`src/rtl/decode_execute_buffer_if.sv`:
```
// Decode-to-execute bus: hazard/flush controls, decoded operands in, registered copies out.
// The decode side uses the master modport, the pipeline register uses the slave modport.
interface decode_execute_buffer_if #(
  parameter int DATA_W = 16,
  parameter int REG_W  = 3,
  parameter int CTRL_W = 10,
  parameter int CNT_W  = 16
);
  logic              load_use_enable;
  logic              pop_case;
  logic              flush;
  logic [DATA_W-1:0] pc_decode;
  logic [DATA_W-1:0] rs_data_decode;
  logic [DATA_W-1:0] rd_data_decode;
  logic [DATA_W-1:0] imm_decode;
  logic [REG_W-1:0]  rs_decode;
  logic [REG_W-1:0]  rd_decode;
  logic [3:0]        alu_op_decode;
  logic [CTRL_W-1:0] ctrl_decode;

  logic [DATA_W-1:0] pc_exec;
  logic [DATA_W-1:0] rs_data_exec;
  logic [DATA_W-1:0] rd_data_exec;
  logic [DATA_W-1:0] imm_exec;
  logic [REG_W-1:0]  rs_exec;
  logic [REG_W-1:0]  rd_exec;
  logic [3:0]        alu_op_exec;
  logic [CTRL_W-1:0] ctrl_exec;
  logic              valid_exec;
  logic [CNT_W-1:0]  bubble_count;
  logic              hazard_overrun;

  modport master (
    output load_use_enable, pop_case, flush,
    output pc_decode, rs_data_decode, rd_data_decode, imm_decode,
    output rs_decode, rd_decode, alu_op_decode, ctrl_decode,
    input  pc_exec, rs_data_exec, rd_data_exec, imm_exec,
    input  rs_exec, rd_exec, alu_op_exec, ctrl_exec, valid_exec,
    input  bubble_count, hazard_overrun
  );

  modport slave (
    input  load_use_enable, pop_case, flush,
    input  pc_decode, rs_data_decode, rd_data_decode, imm_decode,
    input  rs_decode, rd_decode, alu_op_decode, ctrl_decode,
    output pc_exec, rs_data_exec, rd_data_exec, imm_exec,
    output rs_exec, rd_exec, alu_op_exec, ctrl_exec, valid_exec,
    output bubble_count, hazard_overrun
  );
endinterface

```
`src/rtl/decode_execute_buffer.sv`:
```
// Decode/execute pipeline register with bounded stall bubbles, flush, a saturating
// bubble counter and a sticky flag for stall requests that outlive MAX_STALL.
module decode_execute_buffer #(
  parameter int DATA_W    = 16,
  parameter int REG_W     = 3,
  parameter int CTRL_W    = 10,
  parameter int MAX_STALL = 2,
  parameter int CNT_W     = 16
) (
  input logic                  clk,
  input logic                  rst,
  decode_execute_buffer_if.slave bus
);

  typedef enum logic [1:0] {RUN, STALL1, STALL2, OVER} state_e;

  typedef struct packed {
    logic [DATA_W-1:0] pc;
    logic [DATA_W-1:0] rs_data;
    logic [DATA_W-1:0] rd_data;
    logic [DATA_W-1:0] imm;
    logic [REG_W-1:0]  rs;
    logic [REG_W-1:0]  rd;
    logic [3:0]        alu_op;
    logic [CTRL_W-1:0] ctrl;
    logic              valid;
  } stage_t;

  state_e           state_q, state_d;
  stage_t           stage_q, stage_d, decode_in;
  logic [CNT_W-1:0] bubble_count_q, bubble_count_d;
  logic             hazard_overrun_q, hazard_overrun_d;
  logic             stall_req;
  logic             honour;
  logic             overrun;

  // Both hazard detectors are active-low: either one at 0 asks for a bubble.
  assign stall_req = ~bus.load_use_enable | ~bus.pop_case;

  assign decode_in = '{
    pc:      bus.pc_decode,
    rs_data: bus.rs_data_decode,
    rd_data: bus.rd_data_decode,
    imm:     bus.imm_decode,
    rs:      bus.rs_decode,
    rd:      bus.rd_decode,
    alu_op:  bus.alu_op_decode,
    ctrl:    bus.ctrl_decode,
    valid:   1'b1
  };

  // NOTE: every signal written in an always_comb gets a default first, so no path leaves it unassigned and no latch is inferred.
  always_comb begin
    state_d = state_q;
    honour  = 1'b0;
    overrun = 1'b0;
    if (bus.flush) begin
      state_d = RUN;
    end else begin
      case (state_q)
        RUN: begin
          if (stall_req) begin
            honour  = 1'b1;
            state_d = STALL1;
          end
        end
        STALL1: begin
          if (!stall_req) begin
            state_d = RUN;
          end else if (MAX_STALL >= 2) begin
            honour  = 1'b1;
            state_d = STALL2;
          end else begin
            overrun = 1'b1;
            state_d = OVER;
          end
        end
        STALL2: begin
          if (stall_req) begin
            overrun = 1'b1;
            state_d = OVER;
          end else begin
            state_d = RUN;
          end
        end
        OVER: begin
          if (!stall_req) state_d = RUN;
        end
        default: state_d = RUN;
      endcase
    end
  end

  always_comb begin
    stage_d          = stage_q;
    bubble_count_d   = bubble_count_q;
    hazard_overrun_d = hazard_overrun_q | overrun;
    if (bus.flush) begin
      stage_d.ctrl   = '0;
      stage_d.alu_op = '0;
      stage_d.valid  = 1'b0;
      stage_d.rd     = '0;
    end else if (honour) begin
      // Bubble keeps operands and PC; only the control side is squashed.
      stage_d.ctrl   = '0;
      stage_d.alu_op = '0;
      stage_d.valid  = 1'b0;
      if (bubble_count_q != '1) bubble_count_d = bubble_count_q + CNT_W'(1);
    end else begin
      stage_d = decode_in;
    end
  end

  // NOTE: sequential state uses non-blocking assignments so every flop samples pre-edge values.
  always_ff @(posedge clk or posedge rst) begin
    if (rst) begin
      state_q          <= RUN;
      stage_q          <= '0;
      bubble_count_q   <= '0;
      hazard_overrun_q <= 1'b0;
    end else begin
      state_q          <= state_d;
      stage_q          <= stage_d;
      bubble_count_q   <= bubble_count_d;
      hazard_overrun_q <= hazard_overrun_d;
    end
  end

  assign bus.pc_exec        = stage_q.pc;
  assign bus.rs_data_exec   = stage_q.rs_data;
  assign bus.rd_data_exec   = stage_q.rd_data;
  assign bus.imm_exec       = stage_q.imm;
  assign bus.rs_exec        = stage_q.rs;
  assign bus.rd_exec        = stage_q.rd;
  assign bus.alu_op_exec    = stage_q.alu_op;
  assign bus.ctrl_exec      = stage_q.ctrl;
  assign bus.valid_exec     = stage_q.valid;
  assign bus.bubble_count   = bubble_count_q;
  assign bus.hazard_overrun = hazard_overrun_q;

endmodule

```
`src/flat_wrapper.sv`:
```
// flat-port wrapper written by rule: the top's interface ports become plain ports
module decode_execute_buffer_flat 
#(
  parameter int DATA_W    = 16,
  parameter int REG_W     = 3,
  parameter int CTRL_W    = 10,
  parameter int MAX_STALL = 2,
  parameter int CNT_W     = 16
)
  (clk, rst, bus_load_use_enable, bus_pop_case, bus_flush, bus_pc_decode, bus_rs_data_decode, bus_rd_data_decode, bus_imm_decode, bus_rs_decode, bus_rd_decode, bus_alu_op_decode, bus_ctrl_decode, bus_pc_exec, bus_rs_data_exec, bus_rd_data_exec, bus_imm_exec, bus_rs_exec, bus_rd_exec, bus_alu_op_exec, bus_ctrl_exec, bus_valid_exec, bus_bubble_count, bus_hazard_overrun);
  decode_execute_buffer_if #(.DATA_W(DATA_W), .REG_W(REG_W), .CTRL_W(CTRL_W), .CNT_W(CNT_W)) bus_i ();
  input logic clk;
  input logic rst;
  input wire logic [$bits(bus_i.load_use_enable)-1:0] bus_load_use_enable;
  input wire logic [$bits(bus_i.pop_case)-1:0] bus_pop_case;
  input wire logic [$bits(bus_i.flush)-1:0] bus_flush;
  input wire logic [$bits(bus_i.pc_decode)-1:0] bus_pc_decode;
  input wire logic [$bits(bus_i.rs_data_decode)-1:0] bus_rs_data_decode;
  input wire logic [$bits(bus_i.rd_data_decode)-1:0] bus_rd_data_decode;
  input wire logic [$bits(bus_i.imm_decode)-1:0] bus_imm_decode;
  input wire logic [$bits(bus_i.rs_decode)-1:0] bus_rs_decode;
  input wire logic [$bits(bus_i.rd_decode)-1:0] bus_rd_decode;
  input wire logic [$bits(bus_i.alu_op_decode)-1:0] bus_alu_op_decode;
  input wire logic [$bits(bus_i.ctrl_decode)-1:0] bus_ctrl_decode;
  output wire logic [$bits(bus_i.pc_exec)-1:0] bus_pc_exec;
  output wire logic [$bits(bus_i.rs_data_exec)-1:0] bus_rs_data_exec;
  output wire logic [$bits(bus_i.rd_data_exec)-1:0] bus_rd_data_exec;
  output wire logic [$bits(bus_i.imm_exec)-1:0] bus_imm_exec;
  output wire logic [$bits(bus_i.rs_exec)-1:0] bus_rs_exec;
  output wire logic [$bits(bus_i.rd_exec)-1:0] bus_rd_exec;
  output wire logic [$bits(bus_i.alu_op_exec)-1:0] bus_alu_op_exec;
  output wire logic [$bits(bus_i.ctrl_exec)-1:0] bus_ctrl_exec;
  output wire logic [$bits(bus_i.valid_exec)-1:0] bus_valid_exec;
  output wire logic [$bits(bus_i.bubble_count)-1:0] bus_bubble_count;
  output wire logic [$bits(bus_i.hazard_overrun)-1:0] bus_hazard_overrun;
  assign bus_i.load_use_enable = bus_load_use_enable;
  assign bus_i.pop_case = bus_pop_case;
  assign bus_i.flush = bus_flush;
  assign bus_i.pc_decode = bus_pc_decode;
  assign bus_i.rs_data_decode = bus_rs_data_decode;
  assign bus_i.rd_data_decode = bus_rd_data_decode;
  assign bus_i.imm_decode = bus_imm_decode;
  assign bus_i.rs_decode = bus_rs_decode;
  assign bus_i.rd_decode = bus_rd_decode;
  assign bus_i.alu_op_decode = bus_alu_op_decode;
  assign bus_i.ctrl_decode = bus_ctrl_decode;
  assign bus_pc_exec = bus_i.pc_exec;
  assign bus_rs_data_exec = bus_i.rs_data_exec;
  assign bus_rd_data_exec = bus_i.rd_data_exec;
  assign bus_imm_exec = bus_i.imm_exec;
  assign bus_rs_exec = bus_i.rs_exec;
  assign bus_rd_exec = bus_i.rd_exec;
  assign bus_alu_op_exec = bus_i.alu_op_exec;
  assign bus_ctrl_exec = bus_i.ctrl_exec;
  assign bus_valid_exec = bus_i.valid_exec;
  assign bus_bubble_count = bus_i.bubble_count;
  assign bus_hazard_overrun = bus_i.hazard_overrun;
  decode_execute_buffer #(.DATA_W(DATA_W), .REG_W(REG_W), .CTRL_W(CTRL_W), .MAX_STALL(MAX_STALL), .CNT_W(CNT_W)) u_core (.clk(clk), .rst(rst), .bus(bus_i));
endmodule
```
`config.mk`:
```
export PLATFORM = sky130hd
export DESIGN_NAME = decode_execute_buffer_flat
export DESIGN_NICKNAME = d
export VERILOG_FILES = /design/src/rtl/decode_execute_buffer_if.sv /design/src/rtl/decode_execute_buffer.sv /design/src/flat_wrapper.sv
export SDC_FILE = /design/constraint.sdc
export NUM_CORES = 1
export LEC_CHECK = 0
export ABC_AREA = 0
export ABC_CLOCK_PERIOD_IN_PS = 5100
export CAP_MARGIN = 40
export CELL_PAD_IN_SITES_DETAIL_PLACEMENT = 1
export CELL_PAD_IN_SITES_GLOBAL_PLACEMENT = 1
export CORE_ASPECT_RATIO = 1.75
export CORE_MARGIN = 5
export CORE_UTILIZATION = 35
export CTS_BUF_LIST = sky130_fd_sc_hd__clkbuf_8
export CTS_CLUSTER_SIZE = 14
export DETAILED_ROUTE_END_ITERATION = 10
export GPL_ROUTABILITY_DRIVEN = 0
export PLACE_DENSITY_LB_ADDON = 0.1
export SETUP_SLACK_MARGIN = 0.5
export SKIP_LAST_GASP = 1
export SLEW_MARGIN = 30
export SYNTH_ARGS = -nofsm -noshare
export SYNTH_HDL_FRONTEND = slang
export SYNTH_SLANG_ARGS = --single-unit
```
`constraint.sdc`:
```
create_clock -name clk -period 5.1 [get_ports clk]
set_clock_uncertainty 0.15 [all_clocks]
set_input_delay 0.51 -clock clk [delete_from_list [all_inputs] [get_ports clk]]
set_output_delay 0.51 -clock clk [all_outputs]
set_load 0.05 [all_outputs]
```
Word level (Yosys, flattened, before mapping)
Index checks and enable logic that the tools add are counted.
Cells by class
  add/sub/neg operators: 1
  equality and inequality tests: 7
  mux-type cells: 14
  bitwise operators: 6
  reduce and logical (&&, ||, !) cells: 5
Operators with widths (number)
  $mux W18: 1
  $add A16 B1 Y16 const B: 1
  $ne A16 B16 Y1 const B: 1
  $mux W15: 1
  $mux W2: 5
  $pmux W2 S4: 1
  $mux W1: 5
  $eq A2 B2 Y1 const B: 2
  $not A1 Y1: 4
  $reduce_and A2 Y1: 2
  $mux W3: 1
  $ne A3 B2 Y1 const B: 1
  $ne A3 B3 Y1 const B: 1
  $reduce_and A3 Y1: 1
  $eq A2 B1 Y1 const B: 1
  $logic_not A2 Y1: 1
  $ne A2 B2 Y1 const B: 1
  $or A1 B1 Y1: 2
  $reduce_or A2 Y1: 1
Storage, ports and cells
  register bits after elaboration: 104
  input bits: 89
  output and inout port bits: 102

Logic depth before layout (Yosys ltp)
Gate-level depths: netlist (run 1).
  depth in word-level cells: 7
  gate-level depth with buffers: 5
  gate-level depth less buffers: 5

Worst setup path after synthesis (run 1)
Ideal clock, no wire load.
  path kind: register to register
  from: register u_core.bubble_count_q[0] (netlist: u_core.bus.bubble_count[0])
  to: register u_core.bubble_count_q[1] (netlist: u_core.bus.bubble_count[1])
  library setup time: 0.125 ns
  arrival time: 1.758 ns
  path slack: 3.068 ns
  cell stages (with the launch flop): 6
  cell sequence: dfrtp_1 -> ha_1 -> nand4_1 -> nor4_2 -> nor2b_2 -> mux2_2
Between the ends
  longest elaborated chain between the ends: 2
  elaborated cells between the ends (all ways): 3
Ends and longest elaborated chain
  start: declaration: line decode_execute_buffer.sv:31  | logic [CNT_W-1:0] bubble_count_q, bubble_count_d;
  start signal: assignment: line decode_execute_buffer.sv:124  | bubble_count_q <= bubble_count_d;
  parallel branches: the longest is 2 deep, another holds $add A16 B1 Y16
Several ways; the timed one is not identified.
A chain may end at the register's enable or synchronous reset.

Worst setup path after layout (run 1)
  from: register u_core.bubble_count_q[7] (netlist: u_core.bus.bubble_count[7])
  to: output bus_bubble_count[7]
RTL lines
  end: declaration: line flat_wrapper.sv:34  | output wire logic [$bits(bus_i.bubble_count)-1:0] bus_bubble_count;
No word-level cell between the ends.

==> impl_results.md, run 1 <==
- Peak Freq: roughly 0.41 GHz
- Detailed Route WL: 11100 um
- Hold WS: ~0.33 ns
- Die Span X: 90.8 um
- Synthesized Nets: 356
- RSZ-0062 raised after global routing: no
- Avg Cell Area, Syn: roughly 15 um2
- EDFF count, synth: 0
- Final worst path period need: 2.42 ns
- # Post-CTS Setup Buffers: 0
- Actual slew at the worst max-slew pin: 0.560 ns
- Synth top area share: between 60% and 70%
- Data required, critical path: 4.44 ns
- Cell area after synthesis: between 4000 and 5000 um2
- Placed inst area: approximately 6100 um2
- Fin crit share: a little under half
- Clk pin slew, worst setup/hold paths: 0.09 ns
- Core area: approximately 11000 um2
- CTS tree: done
- Top cell family by delay on the critical path: buffers and inverters
- Maximum VDD drop: 0.307 mV
- Relative slew margins: between 60% and 70%
- Initial antenna violation count: 0
- Leading area contributor after synthesis: dfrtp_1
- Post-cts resize count: 0
- Clock share of power: between 10% and 20%
- HPWL Detailed: ~8500 um
- First-pass GRT wire length: ~18000 um
- Cts bufs inserted: 9
- Status: completed
- Yosys warns: 0
- N_diodes: 0
- Yosys reg bits: approximately 100
- Vias in the first global route: ~3300
- FF-to-FF setup slack: approximately 3.0 ns
- Crit Path Max Fanout: 9
- Worst r2r src: u_core.state_q[1]
- Yosys cell types: 30
- First drt pass iteration count: 4
- H-tree levels: 3
- Switching power: approximately 0.0011 W
- Leak: between 2 and 3 nW
- Nets: 550
- Max clock buf depth: 2
- Initial core utilization: between 30 and 40%
- Hold Crit Class: register to register
- Vias: 2906
- Crit-path cells: clkdlybuf4s50_1
- CP max stage cell: clkdlybuf4s50_1
- Type of origin of the critical path: register
- Boundary Pins: 191
- Setup violations, final: 0
- Int Pwr: around 0.0016 W
- Clock sink total: 104
- Switching share of power: 40.4%
- Layout Utilization: a little under three fifths
- Final Instance Area: about 6200 um2
- Setup crit start: u_core.bus.bubble_count[7]
- Largest net degree at the start of global routing: 68
- Max Slew Vio Count: 0
- Pwr Density: approximately 430 nW/um2
- Clk_lat worst skew: approximately 0.36 ns
- DRC viols: 0
- R2r endpoint: u_core.bus.imm_exec[6]
- Maximum Capacitance Violations: 0
- Vias per Instance: slightly below 5
- Die footprint: 13800 um2
- CTS Hold Bufs: 0
- Share of synthesized registers carrying an async set or reset: 100%
- Initial DRC count: 63
- Antenna viol nets, final: 0
- Flop pwr share: between 30% and 40%
- Worst R2R Path Depth: 4
- CP Class: register to output pin
- CP Data Arrival Time: about 1.8 ns
- Post-synth top cells: dfrtp_1 (104), mux2_2 (68), and2_1 (14)
- Std cell rows: 51
- CP endpoint: bus_bubble_count[7]
- Post-Place Cells: 581
- Top_reg_cell synth: dfrtp_1
- Routed len/inst: 18.6 um
- Combinational power share: between 40% and 50%
- Post-Synthesis Cells: about 270
- Clock root cell: clkbuf_8
- CP endpoint kind: output pin
- Most frequent cell after synthesis: dfrtp_1
- Share of cells above drive strength 1: about 20%
- Fin. Hold Viols: 0
- Fin cells: approximately 600
- GRT Overall Usage: 16.5%
- Port Buffers: 190
- Synth-to-Final Area Change: 56.1%
- Largest cells by area after synthesis: dfrtp_1 (65%), mux2_2 (19%), xor2_1 (2.8%)
- Levels on crit path: 1
- Sequential fraction of the synthesis area: approximately two thirds
- Die Height: ~150 um
- GR Overflow Total: 0
- Setup TNS: 0 ns
- Crit path largest cell delay: 0.87 ns
- WP buf/inv: 1
layout make-up:
type	count	area, um2
repair buffers	193	1950
multi-input cells	149	1340
clock inverters	4	22.5
fillers	1142	4920
well taps	132	165
flip-flops and latches	104	2600
clock buffers	11	151
inverters	3	13.8
power by group through the flow:
stage          Combinational, W  Sequential (W)  Clock [W]
2_1_floorplan          0.000194         0.00161          0
3_3_place_gp            0.00115         0.00108          0
3_5_place_dp            0.00117         0.00109          0
4_1_cts                 0.00117         0.00108   0.000492
5_1_grt                 0.00120         0.00110   0.000532
6_report                0.00116         0.00107   0.000466
state kept, by name, indices dropped and copies added, names as in the netlist:
signal                     flops
u_core.bus.alu_op_exec         4
u_core.bus.rs_exec             3
u_core.bus.imm_exec           16
u_core.bus.rs_data_exec       16
u_core.bus.pc_exec            16
u_core.bus.valid_exec          1
u_core.state_q                 2
u_core.bus.bubble_count       16
u_core.bus.rd_exec             3
u_core.bus.ctrl_exec          10
u_core.bus.hazard_overrun      1
u_core.bus.rd_data_exec       16
per-stage QoR:
stage	worst slack, ns	total power [W]
3_5_place_dp	2.31	0.00226
6_report	2.68	0.00270
5_1_grt	2.57	0.00283
4_1_cts	2.64	0.00274
3_3_place_gp	2.36	0.00224
2_1_floorplan	1.71	0.00181
placed cells by master (no fill, tap or decap), drive strengths merged, types with 3 or more instances in the layout:
cell	netlist	final
buf	9	3
xor2	13	13
nand4	7	7
mux2	68	68
and3	3	3
inv	3	5
a22o	3	3
nor4	5	5
nor2	5	5
clkbuf	1	11
a21oi	3	3
dfrtp	104	104
clkdlybuf4s50	0	190
nor3	6	6
nand3	5	5
and2	14	14
nand2	6	6
worst min-delay path by stage:
stage,from,end,cells after the start
floorplan,u_core.state_q[0],u_core.state_q[0],1
global placement,u_core.state_q[0],u_core.state_q[0],1
detailed placement,u_core.state_q[0],u_core.state_q[0],1
CTS,u_core.state_q[0],u_core.state_q[0],1
global route,u_core.state_q[0],u_core.state_q[0],1
finish,u_core.state_q[0],u_core.state_q[0],1
cells by family (layout without fill, tap and decap cells):
| family | Yosys count | in the layout | share of synthesized area [%] |
|---|---|---|---|
| muxes | 69 | 69 | 19.4 |
| and+or+nand+nor | 54 | 54 | 8.07 |
| AOI/OAI and AO/OA | 12 | 12 | 2.60 |
| adders and majority gates | 1 | 1 | 0.313 |
| DFF | 104 | 104 | 65.0 |
| buffers and inverters | 13 | 211 | 1.75 |
| xor gates and xnor gates | 13 | 13 | 2.85 |
per-layer routing:
layer | share of wire (%) | wire, um | GRT usage [%]
met5 | 0 | 0 | 0
met1 | 37 | 4100 | 18.5
met3 | 7.1 | 785 | 5.12
met2 | 53 | 5920 | 29.1
met4 | 2.6 | 293 | 6.75
(Power assumes the default switching activity.)
==> run 2, diff against run 1 <==
--- a/config.mk
+++ b/config.mk
@@ -6,13 +6,13 @@
 export NUM_CORES = 1
 export LEC_CHECK = 0
 export ABC_AREA = 0
-export ABC_CLOCK_PERIOD_IN_PS = 5100
+export ABC_CLOCK_PERIOD_IN_PS = 2100
 export CAP_MARGIN = 40
 export CELL_PAD_IN_SITES_DETAIL_PLACEMENT = 1
 export CELL_PAD_IN_SITES_GLOBAL_PLACEMENT = 1
 export CORE_ASPECT_RATIO = 1.75
 export CORE_MARGIN = 5
-export CORE_UTILIZATION = 35
+export CORE_UTILIZATION = 29
 export CTS_BUF_LIST = sky130_fd_sc_hd__clkbuf_8
 export CTS_CLUSTER_SIZE = 14
 export DETAILED_ROUTE_END_ITERATION = 10
==> constraint.sdc (replaced) <==
create_clock -name clk -period 2.1 [get_ports clk]
set_clock_uncertainty 0.15 [all_clocks]
set_input_delay 0.21 -clock clk [delete_from_list [all_inputs] [get_ports clk]]
set_output_delay 0.21 -clock clk [all_outputs]
set_load 0.05 [all_outputs]
==> run 2 against run 1 <==
Effect of this change:
- non-clock buffer count is 33 higher
- critical path depth grew 5
- power up 140%
- worst setup slack got worse by 2.3 ns
- highest routed layer unchanged
- critical endpoint is now u_core.bus.bubble_count[5]
- combinational power grew 140%
- sequential cell count stayed put
- register-to-register slack worse by 2.6 ns
- wire length is 9.8% higher
==> impl_results.md, run 2 (synthesis gave the netlist of run 1 again) <==
- Combinational power share: 42.3% (-0.6 points)
- Maximum VDD drop: 0.546 mV (+78%)
- Crit Path Max Fanout: 4 (-5)
- Area of the multi-input gates: 1520 um2 (+13%)
- Initial DRC count: 55 (-13%)
- HPWL Detailed: 8980 um (+5.2%)
- Worst R2R Path Depth: 6 (+2)
- Pwr Density: 964 nW/um2 (+120%)
- GRT Overall Usage: 14.4% (-2.1 points)
- Antenna viol nets, final: 0 (unchanged)
- Detailed Route WL: 12200 um (+9.8%)
- Type of origin of the critical path: register
- Fin cells: 672 (+13%)
- Flop pwr share: 40.1% (+0.3 points)
- Final worst path period need: roughly 1.7 ns
- Data required, critical path: 2.18 ns (-2.26 ns)
- Relative slew margins: 62.3% (-0.28 points)
- Actual slew at the worst max-slew pin: 0.566 ns (+0.00591 ns)
- Maximum Capacitance Violations: 0 (unchanged)
- Hold Crit Class: primary input to async pin
- Die Height: 165 um (+9.2%)
- FF/Latch Area: 2620 um2 (+0.82%)
- Commonest cells after routing, fill and taps aside: clkdlybuf4s50_1 (87), dfrtp_1 (87), clkdlybuf4s15_2 (83)
- Setup TNS: 0 ns (unchanged)
- Int Pwr: 0.00381 W (+140%)
- Core area: 13500 um2 (+20%)
- RSZ-0062 raised after global routing: yes
- Post-Place Cells: 636 (+9.5%)
- CP endpoint kind: register
- Die footprint: 16300 um2 (+19%)
- Vias in the first global route: 3484 (+5.8%)
- Routed len/inst: 18.1 um (-2.6%)
- Clock share of power: 17.6% (+0.3 points)
- First-pass GRT wire length: 18300 um (+3.6%)
- Peak Freq: approximately 0.6 GHz
- Setup violations, final: 0 (unchanged)
- Die Span X: 98.8 um (+8.8%)
- GR Overflow Total: 0 (unchanged)
- First drt pass iteration count: 4 (unchanged)
- Switching power: 0.00277 W (+150%)
- Fin crit share: about four fifths
- DRC viols: 0 (unchanged)
- CTS tree: done
- Status: completed
- Setup crit start: u_core.bus.bubble_count[10]
- N_diodes: 0 (unchanged)
- Clk pin slew, worst setup/hold paths: 0.11 ns (+0.02 ns)
- Cts bufs inserted: 9 (unchanged)
- Initial antenna violation count: 0 (unchanged)
- Std cell rows: 56 (+9.8%)
- Nets: 583 (+6.0%)
- Fillcell total: 1377 (+21%)
- Vias: 3085 (+6.2%)
- Worst r2r src: u_core.bus.bubble_count[10]
- Leak: 2.89 nW (+10%)
- Synth-to-Final Area Change: 70.6%
- Initial core utilization: 29.7% (-6.1 points)
- H-tree levels: 3 (unchanged)
- Fin. Hold Viols: 0 (unchanged)
- Hold WS: 0.198 ns (-0.128 ns)
- CP Data Arrival Time: 1.79 ns (+0.03 ns)
- Final Instance Area: 6830 um2 (+9.3%)
- Max Slew Vio Count: 0 (unchanged)
- Clk_lat worst skew: 0.35 ns (about the same)
- CTS Hold Bufs: 0 (unchanged)
- Placed inst area: 6300 um2 (+3.8%)
- Port Buffers: 190 (unchanged)
- Switching share of power: 42.1% (+1.7 points)
- Clock sink total: 104 (unchanged)
- Share of cells above drive strength 1: 54.0% (+34 points)
- Max clock buf depth: 2 (unchanged)
- Clock root cell: clkbuf_8
- Boundary Pins: 191 (unchanged)
- Vias per Instance: 4.59 (-5.8%)
- Largest net degree at the start of global routing: 105 (+54%)
- CP Class: register to register
-- run 2: cell count changes in the layout (fill, tap and decap cells not counted), sizes merged --
cell | before | now
clkdlybuf4s50 | 190 | 87
clkbuf | 11 | 25
buf | 3 | 39
clkdlybuf4s15 | 0 | 83
dlygate4sd2 | 0 | 1
clkinv | 0 | 2
clkinvlp | 2 | 3
-- run 2: final cells by class --
class / instances / share of cell area (%)
tap: 174 / 3.19
clock buffer: 9 / 1.81
inverter: 3 / 0.220
multi-input combinational: 149 / 22.2
timing repair buffer: 226 / 33.3
clock inverter: 7 / 0.788
sequential: 104 / 38.4
-- run 2: power groups by stage --
stage | clock network (W) | registers [W] | logic [W]
after CTS | 0.00122 | 0.00265 | 0.00283
after global placement | 0 | 0.00266 | 0.00288
after detailed placement | 0 | 0.00268 | 0.00290
after global routing | 0.00130 | 0.00270 | 0.00289
after floorplan | 0 | 0.00394 | 0.000487
final | 0.00116 | 0.00264 | 0.00278
-- run 2: layer usage --
metal	GRT usage (%)	vias to the layer above	routed length, um
met5	0	-	0
met2	27.4	117	6990
met4	7.15	0	425
li1	-	1391	-
met1	14.5	1551	4060
met3	3.24	26	702
-- run 2: repair_timing --
| action | 4_1_cts | 5_1_grt |
|---|---|---|
| endpoints found under the setup margin | 166 | 93 |
| setup buffers | 13 | 7 |
| gates resized for setup | 308 | 36 |
| pin swaps | 7 | 10 |
-- run 2: metrics by stage --
step | power (W) | worst slack [ns] | util [%]
after detailed placement | 0.00559 | 0.0167 | 46.8
after CTS | 0.00670 | 0.387 | 50.4
final | 0.00658 | 0.391 | 50.7
after floorplan | 0.00442 | 0.299 | -
after global routing | 0.00689 | 0.339 | 50.7
after global placement | 0.00554 | 0.0820 | 46.8
-- run 2: critical path: stages (launching register included) --
cell and delay [ns]:
dfrtp_2 0.42, nand4_1 0.14, buf_6 0.16, nor4_4 0.34, buf_4 0.18, nor3_1 0.05
xor2_1 0.14
-- run 2: path summary, 6_finish.rpt --
kind | endpoint | slack (ns)
max | u_core.bus.bubble_count[5] | 0.39
max in group asynchronous | u_core.bus.bubble_count[10] | 1.14
min | u_core.bus.rs_data_exec[0] | 0.20
min reg2reg | u_core.bus.bubble_count[15] | 0.33
max reg2reg | u_core.bus.bubble_count[5] | 0.39
min in group clk | u_core.bus.ctrl_exec[1] | 0.25
==> run 3, diff against run 2 <==
--- a/config.mk
+++ b/config.mk
@@ -6,7 +6,7 @@
 export NUM_CORES = 1
 export LEC_CHECK = 0
 export ABC_AREA = 0
-export ABC_CLOCK_PERIOD_IN_PS = 2100
+export ABC_CLOCK_PERIOD_IN_PS = 1500
 export CAP_MARGIN = 40
 export CELL_PAD_IN_SITES_DETAIL_PLACEMENT = 1
 export CELL_PAD_IN_SITES_GLOBAL_PLACEMENT = 1
==> constraint.sdc (replaced) <==
create_clock -name clk -period 1.5 [get_ports clk]
set_clock_uncertainty 0.15 [all_clocks]
set_input_delay 0.15 -clock clk [delete_from_list [all_inputs] [get_ports clk]]
set_output_delay 0.15 -clock clk [all_outputs]
set_load 0.05 [all_outputs]
==> run 3 against run 2 <==
Effect of this change:
- via count up 10%
- critical path type unchanged
- die area stayed put
- largest cell class is now buffers
- clock-buffer cell count did not move
- the flow now finishes with violations (setup timing)
- clock power increased by 54%
==> impl_results.md, run 3 (synthesis gave the netlist of run 1 again) <==
- Setup violations, final: 101 (+101)
- DR WL met2: 10000 um (+44%)
- CTS Hold Bufs: 0 (unchanged)
- Failing checks: setup timing
- Clock sink total: 104 (unchanged)
- Nets: 659 (+13%)
- RSZ-0062 raised after global routing: yes
- Detailed Route WL: 16400 um (+34%)
- Std cell rows: 56 (unchanged)
- GR Overflow Total: 0 (unchanged)
- Die footprint: 16300 um2 (unchanged)
- Commonest cells after routing, fill and taps aside: buf_12 (110), clkdlybuf4s50_1 (88), dfrtp_1 (86)
- Placed inst area: 7810 um2 (+24%)
- Final worst setup slack: -0.217 ns (-0.608 ns)
- Final worst path period need: 1.72 ns (+0.00813 ns)
- Die Height: 165 um (unchanged)
- Max Slew Vio Count: 0 (unchanged)
- Type of origin of the critical path: register
- DRC viols: 0 (unchanged)
- CP Class: register to register
- Hold Crit Class: primary input to async pin
- Vias per Instance: 4.55 (-0.92%)
- Port Buffers: 190 (unchanged)
- Boundary Pins: 191 (unchanged)
- Top cell family by delay on the critical path: flip-flops
- Crit Path Max Fanout: 3 (-1)
- CP Data Arrival Time: 1.83 ns (+0.04 ns)
- GRT Overall Usage: 18.6% (+4.1 points)
- Crit path largest cell delay: 0.45 ns (+0.03 ns)
- Fin crit share: 114% (+33 points)
- Core area: 13500 um2 (unchanged)
- First drt pass iteration count: 5 (+1)
- Largest net degree at the start of global routing: 46 (-56%)
- CP endpoint kind: register
- Peak Freq: 0.582 GHz (-0.47%)
- Relative slew margins: 72.6% (+10 points)
- Synth-to-Final Area Change: 124%
- Crit-path cells: ha_4 > nand4_1 > nor4_4 > buf_4 > nor2b_4 > mux2_2
- Final Instance Area: 8980 um2 (+32%)
- HPWL Detailed: 11300 um (+26%)
- WP buf/inv: 1 (-1)
- CP max stage cell: dfrtp_2
- Clock root cell: clkbuf_8
- Initial core utilization: 29.7% (unchanged)
- WL met3: 651 um (-7.3%)
- Maximum VDD drop: 1.21 mV (+120%)
- CTS tree: done
- Initial antenna violation count: 1 (+1)
- Die Span X: 98.8 um (unchanged)
- Dpl ws: -0.492 ns (-0.509 ns)
- Pwr Density: 1350 nW/um2 (+40%)
- Max clock buf depth: 2 (unchanged)
- Max layer used: met4
- H-tree levels: 3 (unchanged)
- Data required, critical path: 1.61 ns (-0.57 ns)
- Antenna viol nets, final: 0 (unchanged)
- Vias in the first global route: 3887 (+12%)
- Clk pin slew, worst setup/hold paths: 0.11 ns (about the same)
- Share of cells above drive strength 1: 62.7% (+8.7 points)
- M1 WL: 5330 um (+31%)
- Status: finished, violations left
- Clk_lat worst skew: 0.36 ns (about the same)
- Vias: 3407 (+10%)
- Cts bufs inserted: 9 (unchanged)
- Leak: 4.08 nW (+41%)
- Maximum Capacitance Violations: 0 (unchanged)
- Fin. Hold Viols: 0 (unchanged)
- Routed len/inst: 21.8 um (+21%)
- Initial DRC count: 60 (+9.1%)
- Most common cell after layout, fill and taps aside: buf_12
- Actual slew at the worst max-slew pin: 0.411 ns (-0.156 ns)
- First-pass GRT wire length: 23000 um (+26%)
==> run 3: cell count changes in the layout (fill, tap and decap cells not counted), moves of 4 or more <==
cell,before,now
and2_1,14,0
buf_6,5,31
buf_4,26,63
clkdlybuf4s15_2,83,0
mux2_2,68,1
mux2_4,0,67
buf_12,6,110
clkbuf_16,0,4
and2_4,0,14
clkbuf_2,16,0
==> run 3: stage by stage <==
| stage | TNS (ns) | hold slack, ns | power, W | std cells | utilization [%] |
|---|---|---|---|---|---|
| 3_3_place_gp | -39.56 | 0.298 | 0.00960 | 665 | 58.1 |
| 5_1_grt | -17.28 | 0.0579 | 0.0126 | 749 | 66.8 |
| 2_1_floorplan | -11.42 | 0.134 | 0.00649 | 266 | - |
| 6_report | -13.34 | 0.0596 | 0.0121 | 749 | 66.8 |
| 3_5_place_dp | -42.68 | 0.319 | 0.00973 | 665 | 58.1 |
| 4_1_cts | -12.18 | 0.0543 | 0.0119 | 723 | 63.7 |
==> run 3: path summary, 6_finish.rpt <==
kind	startpoint	endpoint	slack [ns]	cells past startpoint
max	u_core.bus.bubble_count[1]	u_core.bus.bubble_count[1]	-0.22	6
min	rst	u_core.bus.imm_exec[6]	0.06	3
max reg2reg	u_core.bus.bubble_count[1]	u_core.bus.bubble_count[1]	-0.22	6
min reg2reg	u_core.state_q[0]	u_core.state_q[0]	0.34	1
max in group asynchronous	rst	u_core.bus.imm_exec[14]	0.76	3
min in group clk	bus_ctrl_decode[2]	u_core.bus.ctrl_exec[2]	0.21	2
==> run 3: final cells by class <==
| class | instances | area, um2 |
|---|---|---|
| timing repair buffer | 302 | 4130 |
| sequential | 104 | 2630 |
| tap | 174 | 218 |
| clock buffer | 9 | 124 |
| antenna | 1 | 2.50 |
| multi-input combinational | 149 | 1790 |
| inverter | 3 | 15.0 |
| fill | 1200 | 4470 |
| clock inverter | 7 | 71.3 |
==> run 3: worst reg2reg max path, delay by kind of cell, from the launching register on <==
family / cells / cell delay, ns
and+or+nand+nor: 3 / 0.34
muxes: 1 / 0.35
buffers and inverters: 1 / 0.16
DFF: 1 / 0.45
adders and majority gates: 1 / 0.17
==> run 3: layer usage <==
metal  GRT usage [%]  vias to the layer above
met5               0                        -
met4            5.90                        0
met3            4.41                       19
met2            37.3                       99
met1            18.2                     1750
li1                -                     1539
==> run 3: repair_timing <==
action / in CTS / in global routing
gates cloned: 4 / 4
endpoints found under the setup margin: 206 / 206
setup buffers: 38 / 21
gates resized for setup: 48 / 33
pin swaps: 10 / 15
==> run 3: where the power goes <==
group          switching [W]  internal [W]  total (W)
logic                0.00291       0.00350    0.00640
clock network        0.00101      0.000777    0.00179
registers           0.000609       0.00333    0.00394
